`config.mk`:
```
export PLATFORM = sky130hd
export DESIGN_NAME = uart_line_adapter
export DESIGN_NICKNAME = d
export VERILOG_FILES = /design/src/rtl/uart_line_adapter.sv
export SDC_FILE = /design/constraint.sdc
export NUM_CORES = 1
export LEC_CHECK = 0
export ABC_AREA = 1
export ABC_CLOCK_PERIOD_IN_PS = 2400
export BUFFER_PORTS_ARGS = -buffer_cell sky130_fd_sc_hd__buf_2
export CAP_MARGIN = 10
export CORE_ASPECT_RATIO = 2
export CORE_MARGIN = 5
export CORE_UTILIZATION = 50
export CTS_CLUSTER_DIAMETER = 60
export DETAILED_ROUTE_END_ITERATION = 12
export GPL_ROUTABILITY_DRIVEN = 0
export MAX_ROUTING_LAYER = met4
export PLACE_DENSITY_LB_ADDON = 0.08
export SLEW_MARGIN = 10
export SYNTH_ARGS = -nofsm -noshare
export SYNTH_HDL_FRONTEND = slang
export SYNTH_SLANG_ARGS = --single-unit
```
`constraint.sdc`:
```
create_clock -name clock -period 2.4 [get_ports clock]
set_input_delay 0.36 -clock clock [delete_from_list [all_inputs] [get_ports clock]]
set_output_delay 0.36 -clock clock [all_outputs]
set_load 0.005 [all_outputs]
```
`src/rtl/uart_line_adapter.sv`:
```
// Bridges DUT 8N1 UART pins to byte-wide ready/valid streams; RX bytes buffered in a FIFO.
// Latency: RX byte visible the cycle after the stop-bit sample; TX rxd start bit the cycle after handshake.
// Backpressure: serial_in_ready low while a frame is sent; full RX FIFO drops bytes and sets sticky overflow.
// Optional UART_ADAPTER_FRAME_ERR_EN adds a saturating frame_err_count output.
module uart_line_adapter #(
    parameter int DIV        = 16,
    parameter int FIFO_DEPTH = 8
) (
    input  logic       clock,
    input  logic       reset,
    input  logic       txd,
    output logic       rxd,
    output logic       serial_out_valid,
    input  logic       serial_out_ready,
    output logic [7:0] serial_out_bits,
    input  logic       serial_in_valid,
    output logic       serial_in_ready,
    input  logic [7:0] serial_in_bits,
    output logic       overflow
`ifdef UART_ADAPTER_FRAME_ERR_EN
    ,
    output logic [15:0] frame_err_count
`endif
);

    localparam int CW = $clog2(DIV);
    localparam int AW = $clog2(FIFO_DEPTH);
    localparam logic [CW-1:0] CNT_BIT  = CW'(DIV - 1);
    localparam logic [CW-1:0] CNT_HALF = CW'(DIV / 2 - 1);
    localparam logic [AW:0]   CNT_FULL = (AW + 1)'(FIFO_DEPTH);

    localparam logic [1:0] RX_IDLE  = 2'd0;
    localparam logic [1:0] RX_START = 2'd1;
    localparam logic [1:0] RX_DATA  = 2'd2;
    localparam logic [1:0] RX_STOP  = 2'd3;

    localparam logic [0:0] TX_IDLE = 1'b0;
    localparam logic [0:0] TX_SEND = 1'b1;

    // ---------------- RX synchroniser and edge detect ----------------
    logic sync1_q, sync2_q, prev_q;
    logic txd_s, fall_edge;

    always_ff @(posedge clock) begin
        if (reset) begin
            sync1_q <= 1'b1;
            sync2_q <= 1'b1;
            prev_q  <= 1'b1;
        end else begin
            sync1_q <= txd;
            sync2_q <= sync1_q;
            prev_q  <= sync2_q;
        end
    end

    assign txd_s     = sync2_q;
    assign fall_edge = prev_q && !txd_s;

    // ---------------- RX deserialiser ----------------
    logic [1:0]    rx_state_q, rx_state_d;
    logic [CW-1:0] rx_cnt_q, rx_cnt_d;
    logic [2:0]    rx_idx_q, rx_idx_d;
    logic [7:0]    rx_sr_q, rx_sr_d;
    logic          rx_push, rx_ferr;

    always_comb begin
        rx_state_d = rx_state_q;
        rx_cnt_d   = rx_cnt_q;
        rx_idx_d   = rx_idx_q;
        rx_sr_d    = rx_sr_q;
        rx_push    = 1'b0;
        rx_ferr    = 1'b0;
        case (rx_state_q)
            RX_IDLE: begin
                if (fall_edge) begin
                    rx_state_d = RX_START;
                    rx_cnt_d   = CNT_HALF;
                end
            end
            RX_START: begin
                if (rx_cnt_q == '0) begin
                    if (!txd_s) begin
                        rx_state_d = RX_DATA;
                        rx_cnt_d   = CNT_BIT;
                        rx_idx_d   = 3'd0;
                    end else begin
                        rx_state_d = RX_IDLE;
                    end
                end else begin
                    rx_cnt_d = rx_cnt_q - 1'b1;
                end
            end
            RX_DATA: begin
                if (rx_cnt_q == '0) begin
                    rx_sr_d  = {txd_s, rx_sr_q[7:1]};
                    rx_cnt_d = CNT_BIT;
                    if (rx_idx_q == 3'd7) rx_state_d = RX_STOP;
                    else                  rx_idx_d   = rx_idx_q + 3'd1;
                end else begin
                    rx_cnt_d = rx_cnt_q - 1'b1;
                end
            end
            default: begin
                if (rx_cnt_q == '0) begin
                    rx_state_d = RX_IDLE;
                    rx_push    = txd_s;
                    rx_ferr    = !txd_s;
                end else begin
                    rx_cnt_d = rx_cnt_q - 1'b1;
                end
            end
        endcase
    end

    always_ff @(posedge clock) begin
        if (reset) begin
            rx_state_q <= RX_IDLE;
            rx_cnt_q   <= '0;
            rx_idx_q   <= '0;
            rx_sr_q    <= '0;
        end else begin
            rx_state_q <= rx_state_d;
            rx_cnt_q   <= rx_cnt_d;
            rx_idx_q   <= rx_idx_d;
            rx_sr_q    <= rx_sr_d;
        end
    end

    // ---------------- RX FIFO ----------------
    logic [7:0]    fifo_mem [FIFO_DEPTH];
    logic [AW-1:0] wr_ptr_q, rd_ptr_q;
    logic [AW:0]   count_q, count_d;
    logic          pop, full, push_ok, overflow_q;

    assign serial_out_valid = (count_q != '0);
    assign serial_out_bits  = fifo_mem[rd_ptr_q];
    assign pop              = serial_out_valid && serial_out_ready;
    assign full             = (count_q == CNT_FULL);
    // A simultaneous pop frees the slot, so a full FIFO can still accept.
    assign push_ok          = rx_push && (!full || pop);
    assign overflow         = overflow_q;

    always_comb begin
        count_d = count_q;
        case ({push_ok, pop})
            2'b10:   count_d = count_q + 1'b1;
            2'b01:   count_d = count_q - 1'b1;
            default: count_d = count_q;
        endcase
    end

    always_ff @(posedge clock) begin
        if (push_ok) fifo_mem[wr_ptr_q] <= rx_sr_q;
    end

    always_ff @(posedge clock) begin
        if (reset) begin
            wr_ptr_q   <= '0;
            rd_ptr_q   <= '0;
            count_q    <= '0;
            overflow_q <= 1'b0;
        end else begin
            if (push_ok) wr_ptr_q <= wr_ptr_q + 1'b1;
            if (pop)     rd_ptr_q <= rd_ptr_q + 1'b1;
            count_q <= count_d;
            if (rx_push && !push_ok) overflow_q <= 1'b1;
        end
    end

`ifdef UART_ADAPTER_FRAME_ERR_EN
    logic [15:0] ferr_cnt_q;

    always_ff @(posedge clock) begin
        if (reset)                                  ferr_cnt_q <= '0;
        else if (rx_ferr && ferr_cnt_q != 16'hFFFF) ferr_cnt_q <= ferr_cnt_q + 16'd1;
    end

    assign frame_err_count = ferr_cnt_q;
`else
    logic unused_ferr;
    assign unused_ferr = rx_ferr;
`endif

    // ---------------- TX serialiser ----------------
    logic [0:0]    tx_state_q, tx_state_d;
    logic [CW-1:0] tx_cnt_q, tx_cnt_d;
    logic [3:0]    tx_bit_q, tx_bit_d;
    logic [8:0]    tx_sr_q, tx_sr_d;
    logic          rxd_q, rxd_d;
    logic          ready_q;

    assign serial_in_ready = ready_q;
    assign rxd             = rxd_q;

    // tx_sr holds {stop, data}; tx_bit 0 is the start bit, 9 the stop bit.
    always_comb begin
        tx_state_d = tx_state_q;
        tx_cnt_d   = tx_cnt_q;
        tx_bit_d   = tx_bit_q;
        tx_sr_d    = tx_sr_q;
        rxd_d      = rxd_q;
        if (tx_state_q == TX_IDLE) begin
            if (serial_in_valid && ready_q) begin
                tx_state_d = TX_SEND;
                tx_sr_d    = {1'b1, serial_in_bits};
                tx_cnt_d   = CNT_BIT;
                tx_bit_d   = 4'd0;
                rxd_d      = 1'b0;
            end
        end else if (tx_cnt_q == '0) begin
            tx_cnt_d = CNT_BIT;
            if (tx_bit_q == 4'd9) begin
                tx_state_d = TX_IDLE;
            end else begin
                rxd_d    = tx_sr_q[0];
                tx_sr_d  = {1'b1, tx_sr_q[8:1]};
                tx_bit_d = tx_bit_q + 4'd1;
            end
        end else begin
            tx_cnt_d = tx_cnt_q - 1'b1;
        end
    end

    always_ff @(posedge clock) begin
        if (reset) begin
            tx_state_q <= TX_IDLE;
            tx_cnt_q   <= '0;
            tx_bit_q   <= '0;
            tx_sr_q    <= '1;
            rxd_q      <= 1'b1;
            ready_q    <= 1'b0;
        end else begin
            tx_state_q <= tx_state_d;
            tx_cnt_q   <= tx_cnt_d;
            tx_bit_q   <= tx_bit_d;
            tx_sr_q    <= tx_sr_d;
            rxd_q      <= rxd_d;
            ready_q    <= (tx_state_d == TX_IDLE);
        end
    end

endmodule

```
Word level (Yosys, flattened, before mapping)
Memory sizes are Yosys's and may differ from the RTL's. A register that Yosys moved wholly into a read port is not among the register bits.
Cells that the tools add are included.
{ "word_totals": {"register_bits": 51, "mem_bits_rw": 64, "inputBits": 13, "output_inout_bits": 12, "word_cells": 111, "mem_count": 1} }
{ "classes": {"n_addsub": 8, "n_eq_ne": 17, "muxes": 44, "bitwise_logic": 1, "n_reduce_logical": 23} }
{ "memory_table": {"columns": ["name", "words", "word_bits", "read_ports", "rd_ports_with_merged_regs", "wr", "line", "source"], "rows": [
  ["fifo_mem", 8, 8, 1, 1, 1, "130", "logic [7:0] fifo_mem [FIFO_DEPTH];"]
]} }
{ "ops": {"columns": ["cell", "count"], "rows": [
  ["$mux 4", 12],
  ["$mux 9", 4],
  ["$mux 3", 6],
  ["$ne 2x2->1 const B", 7],
  ["$mux 1", 12],
  ["$mux 2", 6],
  ["$pmux 4 s3", 1],
  ["$sub 4x1->4 const B", 3],
  ["$reduce_and 5->1", 2],
  ["$add 3x1->3 const B", 3],
  ["$add 4x1->4 const B", 2],
  ["$eq 4x4->1 const B", 2],
  ["$logic_not 4->1", 2],
  ["$pmux 4 s2", 1],
  ["$reduce_bool 2->1", 4],
  ["$pmux 2 s3", 1],
  ["$pmux 3 s2", 1],
  ["$reduce_and 3->1", 2],
  ["$logic_and 1x1->1", 5],
  ["$eq 2x1->1 const B", 2],
  ["$eq 2x2->1 const B", 2],
  ["$ne 4x1->1 const B", 1],
  ["$reduce_bool 4->1", 1],
  ["$eq 3x3->1 const B", 1],
  ["8 further kinds", 10]
]} }

Longest topological paths before layout
Gate-level depths: netlist of run 1.
{ "depth": {"ltp_word": 6, "ltp_mapped": 15, "ltp_nobuf": 15} }

Least setup slack after synthesis of run 1
OpenSTA, ideal clock, no wires.
{ "synth_path": {"path_type": "register to register", "from": "register rx_cnt_q[0]", "to": "memory fifo_mem[6][0] (enable)", "setup_time_ns": 0.395, "t_arrival_ns": 1.865, "required_time_ns": 2.005, "path_slack_ns": 0.141, "path_stages_with_launch": 8, "period_less_slack_ns": 2.259, "cell_sequence": "dfxtp_1 inv_1 ha_1 nand2_4 nor2_2 nand2_2 buf_6 nor4_1"} }
{ "synth_via": {"elab_chain_len": 6} }
{ "synth_rtl": {"columns": ["element", "line", "source"], "rows": [
  ["start, declared", "61", "logic [CW-1:0] rx_cnt_q, rx_cnt_d;"],
  ["start signal, assigned", "123", "rx_cnt_q <= rx_cnt_d;"],
  ["$logic_not 4->1", "104", "if (rx_cnt_q == '0) begin"],
  ["$mux 1", "104", null],
  ["$mux 1", "73", "case (rx_state_q)"],
  ["$logic_and 1x1->1", "140", "assign push_ok = rx_push && (!full || pop);"],
  ["$mux 1", "153", "if (push_ok) fifo_mem[wr_ptr_q] <= rx_sr_q;"],
  ["$mux 1 (implied by the code)", "153", null],
  ["end, declared", "130", null]
]} }
No other way between the ends.

==> results of run 1 <==
layer usage:
layer | share of wire [%] | vias up
met5 | 0 | -
met4 | 2.4 | 0
met3 | 3.6 | 22
met2 | 57 | 85
met1 | 37 | 1760
li1 | - | 1921
area by class of cell:
type                       instances  area (um^2)
tap                              135          169
timing repair buffer              40          253
clock buffer                      17          425
clock inverter                    15          203
inverter                          46          175
sequential                       117         2980
fill                             876         4020
multi-input combinational        361         1860
registers in the layout (all words and copies together) (netlist names), 2 cells and up, named ones only:
register    cells
count_q         4
fifo_mem       64
rd_ptr_q        3
rx_cnt_q        4
rx_idx_q        3
rx_sr_q         8
rx_state_q      2
tx_bit_q        4
tx_cnt_q        4
tx_sr_q         8
wr_ptr_q        3
power groups by stage:
stage	combinational (mW)	clock (mW)	sequential, mW
6_report	1.55	2.65	2.32
5_1_grt	1.76	2.80	2.34
4_1_cts	1.58	2.68	2.32
3_5_place_dp	1.57	0	2.36
3_3_place_gp	1.52	0	2.35
2_1_floorplan	1.21	0	2.35
synth_stat cells:
| cell | n | area, um^2 |
|---|---|---|
| nand2_1 | 92 | 345 |
| nor2_1 | 74 | 278 |
| edfxtp_1 | 64 | 1920 |
| o21ai_0 | 55 | 275 |
| dfxtp_1 | 53 | 1060 |
| inv_1 | 45 | 169 |
| a21oi_1 | 42 | 210 |
| nand3_1 | 24 | 120 |
| ha_1 | 16 | 200 |
| or2_2 | 10 | 62.6 |
| a31oi_1 | 9 | 56.3 |
| buf_2 | 9 | 45.0 |
| nor3_1 | 7 | 35.0 |
| o211ai_1 | 7 | 52.6 |
| clkbuf_1 | 5 | 18.8 |
| a21oi_2 | 3 | 26.3 |
| nand2_2 | 3 | 18.8 |
| buf_6 | 2 | 22.5 |
| nand4_1 | 2 | 12.5 |
| nor2_2 | 2 | 12.5 |
| nor4_1 | 2 | 12.5 |
| xnor2_1 | 2 | 17.5 |
| xor2_1 | 2 | 17.5 |
| buf_12 | 1 | 20.0 |
| buf_4 | 1 | 7.51 |
| clkbuf_8 | 1 | 13.8 |
| fa_1 | 1 | 20.0 |
| inv_4 | 1 | 6.26 |
| nand2_4 | 1 | 11.3 |
| nand2_8 | 1 | 20.0 |
| nand3b_1 | 1 | 7.51 |
| nor2_8 | 1 | 20.0 |
| nor3b_1 | 1 | 7.51 |
| o21ai_2 | 1 | 8.76 |
| o22ai_1 | 1 | 6.26 |
| or2_0 | 1 | 6.26 |
final timing paths:
kind                                      endpoint        start  slack, ns  cells after the start
worst max-delay path            serial_out_bits[7]         flop       0.20                      6
worst min-delay path                       sync1_q          txd       0.14                      2
worst max register to register          count_q[3]  rx_cnt_q[0]       0.40                     14
worst min register to register             sync2_q      sync1_q       0.41                      1
kinds of logic after synthesis:
kind of cell | Yosys count | synth area share (%)
and+or+nand+nor | 222 | 18.8
AOI/OAI and AO/OA | 118 | 12.4
DFF | 117 | 58.0
buffers and inverters | 65 | 5.88
adders and majority gates | 17 | 4.28
xor gates and xnor gates | 4 | 0.681
==> results.py, run 1 <==
metrics = {
    "floorplan": {
        "core_area_um2": 10100,
        "rows": 52,
        "die_h_um": 153,
        "die-width_um": 81.7,
        "die_area_um2": 12500,
        "initial_core_util_pct": 51.0,
        "ioPinCount": 25,
    },
    "sta": {
        "final-setup-viol-count": 0,
        "drv_slew": 0,
        "tightest_slew_ns": 0.583,
        "relSlewSlack_pct": 61.1,
        "finalHoldViolations": 0,
        "fin_crit_sh_pct": 91.6,
        "clock_skew_ns": 0.00904,
        "min_period_ns": 2.20,
        "whs_ns": 0.138,
        "rsz0062_at_grt": "no",
        "tns_ns": 0,
        "worst_slack_ns": 0.202,
        "clock.fmax_ghz": 0.455,
    },
    "logic_synthesis": {
        "ys_seq_elements": 117,
        "synthesis.area_um2": 5150,
        "syn-instance-count": 543,
        "yosysWarnings": 0,
        "avgSynthCellArea_um2": 9.48,
        "synth_nets": 573,
        "ys_seq_area_share_pct": 58.0,
        "synthDistinctLibCells": 36,
    },
    "cts": {
        "cts_made_buffers": 17,
        "clk_latency_ns": 0.41,
        "cts-resized-gates": 0,
        "clk_pin_slew_worst_paths_ns": 0.06,
        "cts_setup_buffers": 0,
        "hold_buffers": 0,
        "htreeDepth": 4,
        "cts.sinks": 117,
        "cts_tree": "done",
        "cts_buffer_depth": 2,
        "root_buffer": "clkbuf_16",
    },
    "critical_path": {
        "cp_slowest_cell": "dfxtp_1",
        "worst_setup_path_start_kind": "flop",
        "worstPathMaxFanout": 32,
        "cp_data_arrival_time_ns": 1.84,
        "critPathRequiredTime_ns": 2.04,
        "crit_top_cell": "o21ai_0",
        "slowest_delay_ns": 0.33,
        "crit_buf_inv": 2,
        "crit_family": "compound AO/OA/AOI/OAI gates",
        "endpoint_kind": "primary output",
        "worstPathCellList": "buf_4 -> o21ai_0 -> o21ai_0 -> a21oi_1 -> a31oi_1 -> buf_2",
        "critical_path_class": "reg -> out",
    },
    "placed_design": {
        "dp_cells": 699,
        "hpwl_mm": 7.23,
        "io_buffers": 24,
        "place_area_um2": 5440,
        "place_ws_ns": 0.383,
    },
    "pwr": {
        "power_mw": 6.52,
        "clkPwrFrac_pct": 40.6,
        "pwr-share-comb_pct": 23.8,
        "leakage_nw": 2.43,
        "switching_power_mw": 2.02,
        "p_per_area_nw_per_um2": 1080,
        "switching_share_pct": 30.9,
        "p_seq_share_pct": 35.6,
        "ir_drop_v": 0.000742,
        "p_int_mw": 4.51,
    },
    "final_layout": {
        "layout.cells.most_common": "nand2_1",
        "fin_nets": 613,
        "syn_to_final_growth_pct": 17.9,
        "stdcell_count": 731,
        "stdcell_area_um2": 6070,
        "final_util_pct": 60.2,
        "insertedDiodeCount": 0,
        "drive_above_1_share_pct": 15.8,
        "mostFrequentLayoutCells": "nand2_1 (92), nor2_1 (74), edfxtp_1 (64)",
    },
    "grt": {
        "grt-busiest-layer": "met2",
        "grt_start_max_net_pins": 34,
        "grtUsageMet2_pct": 32.5,
        "antenna_found_initial": 0,
        "grt_pass1_vias": 3727,
        "grtUsageTotal_pct": 18.9,
        "grt_overflow": 0,
        "use_met3_pct": 5.18,
        "grtUsageMet1_pct": 19.3,
        "grt_pass1_wl_mm": 17.5,
    },
    "routing": {
        "drtPass1Iterations": 5,
        "vias": 3788,
        "drt_iter0_drc": 263,
        "drt-vias-per-instance": 5.18,
        "wl_mm": 10.6,
        "drt-wirelength-per-cell_um": 14.5,
        "drc": 0,
        "ant_nets": 0,
    },
    "run_status": {
        "outcome": "complete, no violations",
    },
    "flow_run": {
        "max_cap_violations": 0,
    },
    "hold_path": {
        "hp-class": "in -> reg",
    },
}
Note: power is estimated with default switching activity, not from simulation.
==> run 2: changes to the inputs <==
--- a/config.mk
+++ b/config.mk
@@ -6,7 +6,7 @@
 export NUM_CORES = 1
 export LEC_CHECK = 0
 export ABC_AREA = 1
-export ABC_CLOCK_PERIOD_IN_PS = 2400
+export ABC_CLOCK_PERIOD_IN_PS = 2500
 export BUFFER_PORTS_ARGS = -buffer_cell sky130_fd_sc_hd__buf_2
 export CAP_MARGIN = 10
 export CORE_ASPECT_RATIO = 2
==> constraint.sdc (replaced) <==
create_clock -name clock -period 2.5 [get_ports clock]
set_input_delay 0.375 -clock clock [delete_from_list [all_inputs] [get_ports clock]]
set_output_delay 0.375 -clock clock [all_outputs]
set_load 0.005 [all_outputs]
==> results.py, run 2 (synthesis gave the netlist of run 1 again) <==
metrics = {
    "sta": {
        "tns_ns": 0,
        "drv_slew": 0,
        "fin_crit_sh_pct": 91.6,
        "rsz0062_at_grt": "no",
        "tightest_slew_ns": 0.553,
        "clock_skew_ns": 0.00712,
        "finalHoldViolations": 0,
        "whs_ns": 0.159,
        "final-setup-viol-count": 0,
        "min_period_ns": 2.29,
        "relSlewSlack_pct": 63.1,
        "clock.fmax_ghz": 0.436,
    },
    "floorplan": {
        "die_h_um": 153,
        "die_area_um2": 12500,
        "core_area_um2": 10100,
        "die-width_um": 81.7,
        "ioPinCount": 25,
        "initial_core_util_pct": 51.0,
        "rows": 52,
    },
    "final_layout": {
        "layout.cells.most_common": "nand2_1",
        "insertedDiodeCount": 0,
        "stdcell_area_um2": 6020,
        "syn_to_final_growth_pct": 17.0,
        "fin_nets": 612,
        "drive_above_1_share_pct": 15.5,
        "regMostFlops": "fifo_mem",
        "final_util_pct": 59.7,
        "largest_register_ffs": 64,
        "mostFrequentLayoutCells": "nand2_1 (92), nor2_1 (74), edfxtp_1 (64)",
        "reg.largest.list": "fifo_mem x64, rx_sr_q x8, tx_sr_q x8",
    },
    "routing": {
        "drt_iter0_drc": 136,
        "wl_mm": 10.5,
        "ant_nets": 0,
        "drtPass1Iterations": 4,
        "drc": 0,
        "drt-vias-per-instance": 5.16,
        "vias": 3767,
        "drt-wirelength-per-cell_um": 14.4,
    },
    "critical_path": {
        "cp_data_arrival_time_ns": 1.92,
        "worstPathMaxFanout": 32,
        "reg2reg_from": "rx_cnt_q[0]",
        "critPathRequiredTime_ns": 2.12,
        "endpoint_kind": "primary output",
        "critical_path_class": "reg -> out",
        "worst_setup_path_start_kind": "flop",
    },
    "cts": {
        "clk_pin_slew_worst_paths_ns": 0.05,
        "cts-resized-gates": 0,
        "htreeDepth": 4,
        "cts_made_buffers": 17,
        "hold_buffers": 0,
        "clk_latency_ns": 0.40,
        "cts.sinks": 117,
        "root_buffer": "clkbuf_16",
        "cts_tree": "done",
        "cts_setup_buffers": 0,
        "cts_buffer_depth": 2,
    },
    "pwr": {
        "ir_drop_v": 0.000620,
        "p_per_area_nw_per_um2": 1010,
        "leakage_nw": 2.39,
    },
    "grt": {
        "grtUsageTotal_pct": 18.9,
        "grt_start_max_net_pins": 34,
        "grt_pass1_vias": 3674,
        "grt_overflow": 0,
        "grt_pass1_wl_mm": 17.5,
        "antenna_found_initial": 0,
    },
    "placed_design": {
        "place_area_um2": 5430,
        "io_buffers": 24,
        "hpwl_mm": 7.28,
    },
    "run_status": {
        "outcome": "complete, no violations",
    },
    "flow_run": {
        "max_cap_violations": 0,
    },
    "hold_path": {
        "hp-class": "in -> reg",
        "hp-start": "txd",
    },
}
[run 2: cell count changes in the layout (fill, tap and decap cells not counted)]
| cell | delta |
|---|---|
| clkinv_4 | -3 |
| clkinvlp_4 | +3 |
| bufinv_16 | -2 |
| clkbuf_1 | +2 |
| clkbuf_8 | +2 |
| buf_4 | -1 |
| clkinv_1 | -1 |
| inv_6 | -1 |
[run 2: layout make-up]
| cell class | count | area, um^2 |
|---|---|---|
| clock inverters | 11 | 126 |
| well taps | 135 | 169 |
| repair buffers | 39 | 245 |
| clock buffers | 21 | 460 |
| fillers | 896 | 4070 |
| inverters | 46 | 175 |
| multi-input cells | 361 | 1860 |
| flip-flops and latches | 117 | 2980 |
[run 2: final timing paths]
kind / end / slack [ns] / cells after the start
worst max-delay path: serial_out_bits[2] / 0.21 / 6
worst min-delay path: sync1_q / 0.16 / 2
worst max register to register: count_q[3] / 0.46 / 14
worst min register to register: sync2_q / 0.42 / 1
[run 2: metrics by stage]
stage / total power, mW / setup slack (ns) / instances
after detailed placement: 3.76 / 0.465 / 698
after CTS: 6.13 / 0.166 / 730
after global routing: 6.45 / 0.0358 / 730
after global placement: 3.72 / 0.562 / 698
after floorplan: 3.42 / 0.241 / 543
final: 6.06 / 0.209 / 730
[run 2: metal layers]
layer  GRT usage (%)  vias up  part of all wire, %
met1            18.8     1766                   38
met4            7.69        0                  1.9
met2            33.5       64                   58
met5               -        -                    0
li1                -     1923                    -
met3            4.89       14                  2.7
[run 2: report_power, final]
part | switching (mW) | internal (mW)
Sequential | 0.100 | 2.13
Clock | 0.826 | 1.52
Combinational | 0.961 | 0.516
[run 2: worst max-delay path: stages, from the launching register on]
cell	delay, ns
dfxtp_1	0.33
buf_4	0.33
o21ai_0	0.14
o21ai_0	0.32
a21oi_1	0.08
a31oi_1	0.18
buf_2	0.14
==> run 3: changes to the inputs <==
--- a/config.mk
+++ b/config.mk
@@ -5,7 +5,7 @@
 export SDC_FILE = /design/constraint.sdc
 export NUM_CORES = 1
 export LEC_CHECK = 0
-export ABC_AREA = 1
+export ABC_AREA = 0
 export ABC_CLOCK_PERIOD_IN_PS = 2500
 export BUFFER_PORTS_ARGS = -buffer_cell sky130_fd_sc_hd__buf_2
 export CAP_MARGIN = 10
@@ -15,7 +15,6 @@
 export CTS_CLUSTER_DIAMETER = 60
 export DETAILED_ROUTE_END_ITERATION = 12
 export GPL_ROUTABILITY_DRIVEN = 0
-export MAX_ROUTING_LAYER = met4
 export PLACE_DENSITY_LB_ADDON = 0.08
 export SLEW_MARGIN = 10
 export SYNTH_ARGS = -nofsm -noshare
==> results.py, run 3 <==
metrics = {
    "final_layout": {
        "layout.cells.most_common": "edfxtp_1",
        "final_util_pct": 63.0,
        "syn_to_final_growth_pct": 22.4,
        "reg.largest.list": "fifo_mem x64, rx_sr_q x8, tx_sr_q x8",
        "insertedDiodeCount": 0,
        "fin_nets": 474,
        "fill_cells": 788,
        "drive_above_1_share_pct": 26.5,
        "regMostFlops": "fifo_mem",
        "stdcell_count": 589,
        "largest_register_ffs": 64,
        "mostFrequentLayoutCells": "edfxtp_1 (64), dfxtp_1 (52), nor2_1 (31)",
    },
    "cts": {
        "cts_made_buffers": 17,
        "htreeDepth": 4,
        "root_buffer": "clkbuf_16",
        "cts_tree": "done",
        "clk_pin_slew_worst_paths_ns": 0.06,
        "cts_buffer_depth": 2,
        "cts.sinks": 117,
        "clk_latency_ns": 0.40,
    },
    "logic_synthesis": {
        "yosys.area_share.simple_pct": 11.6,
        "synth_area_leaders": "edfxtp_1 (38%), dfxtp_1 (21%), mux4_2 (7.2%)",
        "synth_compound_area_share_pct": 11.2,
        "ys_seq_elements": 117,
        "synthDistinctLibCells": 60,
        "synth_fa_ha_area_share_pct": 4.38,
        "yosysMostFrequentCell": "edfxtp_1",
        "synth_top_area_share_pct": 38.2,
        "synthArstFlopShare_pct": 0,
        "yosysWarnings": 0,
        "syn-instance-count": 394,
        "avgSynthCellArea_um2": 12.8,
        "synth_flop_cell": "edfxtp_1",
        "synth_edf_count": 64,
        "synth_nets": 424,
        "synthXorXnorAreaFrac_pct": 0.872,
        "synthMuxAreaShare_pct": 9.59,
        "synth_common_cells": "edfxtp_1 (64), dfxtp_1 (53), nor2_1 (31)",
        "ys_seq_area_share_pct": 59.4,
        "synth_top_family_by_area": "simple AND/OR/NAND/NOR gates",
        "synthesis.area_um2": 5020,
        "synth_top_area_cell": "edfxtp_1",
    },
    "run_status": {
        "outcome": "complete, no violations",
    },
    "sta": {
        "rsz0062_at_grt": "no",
        "finalHoldViolations": 0,
        "clock_skew_ns": 0.00740,
        "clock.fmax_ghz": 0.422,
        "fin_crit_sh_pct": 94.9,
        "final-setup-viol-count": 0,
        "min_period_ns": 2.37,
        "tightest_slew_ns": 0.692,
        "relSlewSlack_pct": 53.8,
        "drv_slew": 0,
    },
    "routing": {
        "drc": 0,
        "drtPass1Iterations": 4,
        "drt-wirelength-per-cell_um": 16.4,
        "ant_nets": 0,
        "vias": 3213,
        "wl_mm": 9.68,
        "drt_iter0_drc": 143,
        "drt-vias-per-instance": 5.46,
    },
    "critical_path": {
        "endpoint_kind": "primary output",
        "worstPathCellList": "buf_4 -> mux4_2 -> mux2_2 -> buf_2",
        "slowest_delay_ns": 0.57,
        "cp_slowest_cell": "mux4_2",
        "critical_path_class": "reg -> out",
        "critPathRequiredTime_ns": 2.12,
        "cp_data_arrival_time_ns": 2.00,
        "worstPathMaxFanout": 16,
        "worst_setup_path_start_kind": "flop",
    },
    "floorplan": {
        "die_area_um2": 12300,
        "ioPinCount": 25,
        "rows": 51,
        "initial_core_util_pct": 51.5,
        "die_h_um": 152,
        "die-width_um": 80.9,
        "core_area_um2": 9760,
    },
    "pwr": {
        "p_per_area_nw_per_um2": 1040,
        "ir_drop_v": 0.000646,
        "leakage_nw": 2.24,
    },
    "grt": {
        "grt_overflow": 0,
        "grt_start_max_net_pins": 40,
        "grtUsageTotal_pct": 17.6,
        "grt_pass1_wl_mm": 15.9,
        "antenna_found_initial": 0,
        "grt_pass1_vias": 3439,
    },
    "placed_design": {
        "hpwl_mm": 6.98,
        "io_buffers": 24,
        "dp_cells": 554,
    },
    "hold_path": {
        "hp-class": "in -> reg",
    },
    "flow_run": {
        "max_cap_violations": 0,
    },
}
## run 3: repair_timing
item,in CTS,in global routing
gates resized for setup,0,4
setup endpoints to repair,0,1
setup buffers,0,3
hold buffers,0,0
## run 3: stage by stage
stage,area (um^2),hold WS [ns],setup TNS [ns],setup WS (ns),power (mW)
2_1_floorplan,5070,0.389,-1.29,-0.0889,3.30
3_3_place_gp,5450,0.393,0,0.100,3.67
3_5_place_dp,5450,0.402,0,0.0545,3.70
4_1_cts,6100,0.130,0,0.0332,6.37
5_1_grt,6150,0.135,0,0.0167,6.69
6_report,6150,0.153,0,0.128,6.37
## run 3: path summary, 6_finish.rpt
| kind | start | end | slack, ns | cells after the start |
|---|---|---|---|---|
| setup / recovery | flop | serial_out_bits[6] | 0.13 | 4 |
| hold / removal | txd | sync1_q | 0.15 | 2 |
| setup reg to reg | rx_cnt_q[1] | count_q[3] | 0.14 | 10 |
| hold reg to reg | sync1_q | sync2_q | 0.41 | 1 |
## run 3: per-layer routing
metal / share of wire, % / track usage, % / vias to the layer above / wire [um]
li1: - / - / 1574 / -
met4: 2.7 / 8.80 / 0 / 262
met5: 0 / 0 / - / 0
met1: 34 / 15.2 / 1568 / 3310
met2: 61 / 34.7 / 52 / 5870
met3: 2.4 / 4.97 / 19 / 234
## run 3: critical path: cells and delay by family (launching register included)
family / cells / cell delay (ns)
buf+inv: 2 / 0.42
mux: 2 / 0.85
flops: 1 / 0.31
## run 3: area by class of cell
class	count	area, um^2	area share (%)
Multi-Input combinational cell	240	1960	31.9
Timing Repair Buffer	50	315	5.13
Clock buffer	17	425	6.92
Clock inverter	15	226	3.68
Tap cell	132	165	2.69
Inverter	18	68.8	1.12
Sequential cell	117	2980	48.5
## run 3: cells by family after synthesis
kind of cell	Yosys count
muxes	27
and+or+nand+nor	113
AOI/OAI and AO/OA	78
xor gates and xnor gates	5
buffers and inverters	37
DFF	117
adders and majority gates	17
## run 3: power breakdown
group / switching, mW / internal, mW / total [mW]
sequential: 0.112 / 2.12 / 2.24
combinational: 0.757 / 0.740 / 1.50
clock: 0.866 / 1.77 / 2.64
